## src/rtl/i2s_pkg.sv

```systemverilog
// Shared types and default geometry for the I2S receiver.
// Holds the capture FSM state encoding and the default slot layout.
package i2s_pkg;

   typedef enum logic [1:0] {
      ALIGN = 2'd0,
      DELAY = 2'd1,
      SHIFT = 2'd2,
      SKIP  = 2'd3
   } state_e;

   localparam int DEF_DATA_BITS = 24;
   localparam int DEF_SLOT_BITS = 32;

endpackage

```

## src/rtl/sync_2ff.sv

```systemverilog
// Two-flop synchronizer that brings one asynchronous input into the clk_i domain.
module sync_2ff (
   input  logic clk_i,
   input  logic rst_ni,
   input  logic d_i,
   output logic q_o
);

   logic meta_reg;
   logic sync_reg;

   always_ff @(posedge clk_i or negedge rst_ni) begin
      if (!rst_ni) begin
         meta_reg <= 1'b0;
         sync_reg <= 1'b0;
      end else begin
         meta_reg <= d_i;
         sync_reg <= meta_reg;
      end
   end

   assign q_o = sync_reg;

endmodule

```

## src/rtl/i2s_rx.sv

```systemverilog
// I2S receiver: oversamples SCK/WS/SD on clk_i, captures one channel slot and
// presents it as a sign-extended sample behind a valid/ready handshake.
module i2s_rx
   import i2s_pkg::*;
#(
   parameter int WIDTH     = 32,
   parameter int DATA_BITS = DEF_DATA_BITS,
   parameter int SLOT_BITS = DEF_SLOT_BITS,
   parameter bit CHANNEL   = 1'b0
) (
   input  logic                    clk_i,
   input  logic                    rst_ni,
   input  logic                    sck_i,
   input  logic                    ws_i,
   input  logic                    sd_i,
   output logic signed [WIDTH-1:0] sample_o,
   output logic                    sample_valid_o,
   input  logic                    sample_ready_i,
   output logic                    overrun_o,
   output logic                    frame_err_o
);

   localparam int              CNT_W    = $clog2(SLOT_BITS + 1);
   localparam logic [CNT_W-1:0] LAST_BIT = CNT_W'(DATA_BITS - 1);

   logic [2:0] async_in;
   logic [2:0] sync_out;
   logic       sck_sync;
   logic       ws_sync;
   logic       sd_sync;

   assign async_in = {sck_i, ws_i, sd_i};

   for (genvar gi = 0; gi < 3; gi++) begin : g_sync
      sync_2ff u_sync (
         .clk_i  (clk_i),
         .rst_ni (rst_ni),
         .d_i    (async_in[gi]),
         .q_o    (sync_out[gi])
      );
   end

   assign sck_sync = sync_out[2];
   assign ws_sync  = sync_out[1];
   assign sd_sync  = sync_out[0];

   state_e                    state_reg;
   state_e                    state_next;
   logic                      sck_prev_reg;
   logic                      ws_last_reg;
   logic [CNT_W-1:0]          cnt_reg;
   logic [DATA_BITS-2:0]      shift_reg;
   logic signed [WIDTH-1:0]   sample_reg;
   logic                      valid_reg;
   logic                      overrun_reg;
   logic                      frame_err_reg;

   logic                      strobe;
   logic                      ws_edge;
   logic                      ws_to_ch;
   logic                      cnt_clr;
   logic                      shift_en;
   logic                      load;
   logic                      ferr_set;
   logic [DATA_BITS-1:0]      new_word;
   logic signed [DATA_BITS-1:0] word_s;
   logic signed [WIDTH-1:0]   sample_ext;

   // WS is only meaningful at SCK rising edges, so its history advances on the strobe.
   assign strobe   = sck_sync & ~sck_prev_reg;
   assign ws_edge  = strobe & (ws_sync != ws_last_reg);
   assign ws_to_ch = ws_edge & (ws_sync == CHANNEL);

   // The final bit is merged combinationally so the load happens on its own strobe.
   assign new_word   = {shift_reg, sd_sync};
   assign word_s     = new_word;
   assign sample_ext = WIDTH'(word_s);

   always_ff @(posedge clk_i or negedge rst_ni) begin
      if (!rst_ni) begin
         state_reg <= ALIGN;
      end else begin
         state_reg <= state_next;
      end
   end

   always_comb begin
      state_next = state_reg;
      case (state_reg)
         ALIGN: if (ws_to_ch) state_next = DELAY;
         // The bit seen with the WS edge belongs to the previous word; nothing to wait for.
         DELAY: state_next = SHIFT;
         SHIFT: begin
            if (ws_edge) begin
               state_next = ALIGN;
            end else if (strobe && cnt_reg == LAST_BIT) begin
               state_next = SKIP;
            end
         end
         SKIP:  if (ws_to_ch) state_next = DELAY;
         default: state_next = ALIGN;
      endcase
   end

   always_comb begin
      cnt_clr  = 1'b0;
      shift_en = 1'b0;
      load     = 1'b0;
      ferr_set = 1'b0;
      case (state_reg)
         DELAY: cnt_clr = 1'b1;
         SHIFT: begin
            ferr_set = ws_edge;
            shift_en = strobe & ~ws_edge;
            load     = strobe & ~ws_edge & (cnt_reg == LAST_BIT);
         end
         default: ;
      endcase
   end

   always_ff @(posedge clk_i or negedge rst_ni) begin
      if (!rst_ni) begin
         sck_prev_reg <= 1'b0;
         ws_last_reg  <= 1'b0;
         cnt_reg      <= '0;
         shift_reg    <= '0;
      end else begin
         sck_prev_reg <= sck_sync;
         if (strobe) begin
            ws_last_reg <= ws_sync;
         end
         if (cnt_clr) begin
            cnt_reg   <= '0;
            shift_reg <= '0;
         end else if (shift_en) begin
            cnt_reg   <= cnt_reg + 1'b1;
            shift_reg <= new_word[DATA_BITS-2:0];
         end
      end
   end

   // An unaccepted sample wins over a newly completed one; the new one is reported as overrun.
   always_ff @(posedge clk_i or negedge rst_ni) begin
      if (!rst_ni) begin
         sample_reg    <= '0;
         valid_reg     <= 1'b0;
         overrun_reg   <= 1'b0;
         frame_err_reg <= 1'b0;
      end else begin
         if (load && (!valid_reg || sample_ready_i)) begin
            sample_reg <= sample_ext;
            valid_reg  <= 1'b1;
         end else if (valid_reg && sample_ready_i) begin
            valid_reg <= 1'b0;
         end
         overrun_reg   <= load & valid_reg & ~sample_ready_i;
         frame_err_reg <= ferr_set;
      end
   end

   assign sample_o       = sample_reg;
   assign sample_valid_o = valid_reg;
   assign overrun_o      = overrun_reg;
   assign frame_err_o    = frame_err_reg;

endmodule

```

## config.mk

```make
export PLATFORM = sky130hd
export DESIGN_NAME = i2s_rx
export DESIGN_NICKNAME = d
export VERILOG_FILES = /design/src/rtl/i2s_pkg.sv /design/src/rtl/sync_2ff.sv /design/src/rtl/i2s_rx.sv
export SDC_FILE = /design/constraint.sdc
export NUM_CORES = 1
export LEC_CHECK = 0
export ABC_AREA = 1
export CAP_MARGIN = 15
export CORE_ASPECT_RATIO = 1.5
export CORE_MARGIN = 1
export CORE_UTILIZATION = 40
export CTS_BUF_LIST = sky130_fd_sc_hd__clkbuf_4
export CTS_CLUSTER_DIAMETER = 150
export DETAILED_ROUTE_END_ITERATION = 8
export HOLD_SLACK_MARGIN = 0.03
export PLACE_DENSITY = 0.68
export SETUP_SLACK_MARGIN = 0.05
export SLEW_MARGIN = 25
export SYNTH_ARGS = -nofsm -noshare
export SYNTH_HDL_FRONTEND = slang
export SYNTH_SLANG_ARGS = --single-unit
```

## constraint.sdc

```tcl
create_clock -name clk_i -period 2.09 [get_ports clk_i]
set_input_delay 0.418 -clock clk_i [delete_from_list [all_inputs] [get_ports clk_i]]
set_output_delay 0.418 -clock clk_i [all_outputs]
set_load 0.1 [all_outputs]
```

==> results.yml <==
critical_path:
  r2r_end: "shift_reg[4]"
  r2r-start: "state_reg[0]"
  cp_cell_sequence: "inv_1, ha_1, inv_2, nor2_2, nand2_2, inv_4, nor2_8, inv_2, o21ai_0"
  cp_max_fo: 16
  crit_buf_inv: 4
  path_class: "reg2reg"
  slowest_stage: "dfrtp_1"
  max_stage_delay_ns: 0.41
  end_kind: "flip-flop"
  worst_ep_required_time_ns: 2.38
  critPathTopFamily: "buffers and inverters"
  cp.arrival_ns: 2.00
  path_common_cell: "inv_2"
  start_kind: "flip-flop"
  worstRegToRegCells: 9
  rrSetupSlack_ns: 0.38
power:
  clkPwrFrac_pct: 33.0
  leakage_nw: 1.74
  p_sw_share_pct: 31.6
  intPower_mw: 1.97
  power_density_nw_per_um2: 812
  switchingPower_mw: 0.912
  p_comb_share_pct: 19.9
  seqPwrFrac_pct: 47.0
  max-vdd-ir-drop_v: 0.000418
floorplanning:
  coreArea_sq_um: 6940
  rows: 37
  die_area_sq_um: 7660
  floorplan.initialDensity_pct: 42.1
  die_w_um: 71.8
  die_h_um: 107
  io_pins: 41
cells_and_area:
  diodes: 0
  nets: 345
  largest_register_ffs: 24
  design_area_sq_um: 3550
  area_growth_pct: 21.5
  drive_above_1_share_pct: 32.0
clocking:
  cts.sinks: 66
  post_cts_buffers: 0
  clockBufferDepth: 2
  cts_buffers: 9
  htree_levels: 3
  root_buffer: "clkbuf_4"
  path_clk_slew_ns: 0.10
  clock_latency_ns: 0.43
  cts_tree: "done"
sta:
  fin_setup_tns_ns: 0
  setup_viol: 0
  fin_skew_ns: 0.0188
  grt_setup_unrepaired: "false"
  max-slew-margin-rel_pct: 69.9
  clock.fmax_mhz: 584
  hold_viol: 0
  post-route-period-util_pct: 81.9
  worstMarginPinSlew_ns: 0.452
  finalMaxSlewViolations: 0
  min_period_ns: 1.71
yosys:
  syn-instance-count: 294
  syn_avg_cell_area_sq_um: 9.95
  yosysSeqAreaShare_pct: 56.5
  synth_async_sr_flop_share_pct: 100
  synth_top_area_share_pct: 56.5
  yosysWarnings: 0
  synth_most_common_cell: "dfrtp_1"
  yosys.area.top_type: "dfrtp_1"
  synthesis.area_sq_um: 2920
  synthTopCellsByCount: "dfrtp_1 (66), nand2_1 (64), inv_1 (32), o21ai_2 (26), nand3_1 (24)"
  netlist_top_cells_area: "dfrtp_1 (56%), nand2_1 (8.2%), o21ai_2 (7.8%)"
  synth_ff_type: "dfrtp_1"
  syn_nets: 303
  synth_cell_types: 26
  ys_seq_elements: 66
  synth_edf_count: 0
drt:
  vias: 2030
  wl_per_cell_um: 12.3
  drc_errors: 0
  initialDrtViolationCount: 141
  first_pass_iters: 4
  finalWirelength_um: 5170
  viasPerCell: 4.84
  ant_nets: 0
global_routing:
  grt_pass1_wl_um: 9070
  track_usage_pct: 15.8
  grt-busiest-layer: "met2"
  grt_max_degree: 42
  grtUsageMet1_pct: 17.7
  grt_overflow: 0
  antenna_found_initial: 0
  met2_usage_pct: 25.9
  grt_pass1_vias: 2009
  use_met3_pct: 4.42
place:
  dpl_cell_area_sq_um: 3380
  port_buffers: 40
  hpwlAfterDp_um: 3740
  gp_congestion: 0.799
min_path:
  hold_start: "g_sync[2].u_sync.meta_reg"
  hold_path_depth: 0
  min_path_type: "reg2reg"
  hold_end: "g_sync[2].u_sync.q_o"
run_status:
  status: "completed"
run:
  max-cap-violations: 0
worst max-delay path by stage:
stage | start | end | slack (ns) | cells after the start
2_1_floorplan | sample_o[23] | sample_o[24] | 0.22 | 1
3_3_place_gp | sample_ready_i | sample_o[11] | 0.40 | 8
3_5_place_dp | sample_ready_i | sample_o[11] | 0.37 | 8
4_1_cts | state_reg[0] | shift_reg[2] | 0.36 | 9
5_1_grt | state_reg[0] | shift_reg[2] | 0.19 | 9
6_report | state_reg[0] | shift_reg[4] | 0.38 | 9
logic make-up (layout without fill, tap and decap cells):
family	Yosys count	after routing	synth area share, %
simple gates	120	120	19.4
flops	66	66	56.5
buf+inv	56	103	10.1
compound gates	47	47	12.1
fa+ha+maj	3	3	1.28
xor+xnor	2	2	0.599
area by class of cell:
type | count | area (sq um)
clock buffer | 9 | 67.6
clock inverter | 7 | 92.6
fill | 629 | 3390
inverter | 36 | 138
multi-input combinational | 172 | 976
sequential | 66 | 1650
tap | 78 | 97.6
timing repair buffer | 51 | 531
power groups by stage:
stage	logic, mW	registers (mW)	clock network, mW
floorplan	0.447	1.39	0
global placement	0.572	1.38	0
detailed placement	0.581	1.38	0
CTS	0.582	1.36	0.982
global route	0.642	1.36	1.03
finish	0.576	1.36	0.953
per-layer routing:
layer / up-vias / part of all wire, %
met3: 11 / 3.9
met2: 44 / 52
li1: 1014 / -
met5: - / 0
met4: 0 / 2.2
met1: 961 / 42
what timing repair did:
action / in CTS / in global routing
hold endpoints to repair: 17 / 0
resized for setup: 0 / 0
hold buffers: 1 / 0
placed cells by master (no fill, tap or decap), drive strengths merged:
cell,netlist,routed
nand2,78,78
dfrtp,66,66
buf,20,46
inv,36,37
o21ai,36,36
nand3,25,25
nor2,13,13
clkbuf,0,9
o31ai,7,7
clkdlybuf4s50,0,4
ha,3,3
nand4,2,2
a21oi,2,2
xor2,2,2
bufinv,0,2
clkinvlp,0,2
nor3,2,2
clkinv,0,2
a31oi,1,1
o21a,1,1
dlygate4sd3,0,1
through the flow:
| stage | utilization (%) | setup WS, ns | hold WS (ns) | cells | power, mW |
|---|---|---|---|---|---|
| global route | 51.2 | 0.191 | 0.380 | 419 | 3.04 |
| finish | 51.2 | 0.379 | 0.363 | 419 | 2.89 |
| floorplan | - | 0.216 | 0.122 | 294 | 1.83 |
| global placement | 48.7 | 0.399 | 0.336 | 402 | 1.95 |
| CTS | 51.2 | 0.361 | 0.367 | 419 | 2.92 |
| detailed placement | 48.7 | 0.368 | 0.343 | 402 | 1.96 |
Note: power is estimated with default switching activity, not from simulation.
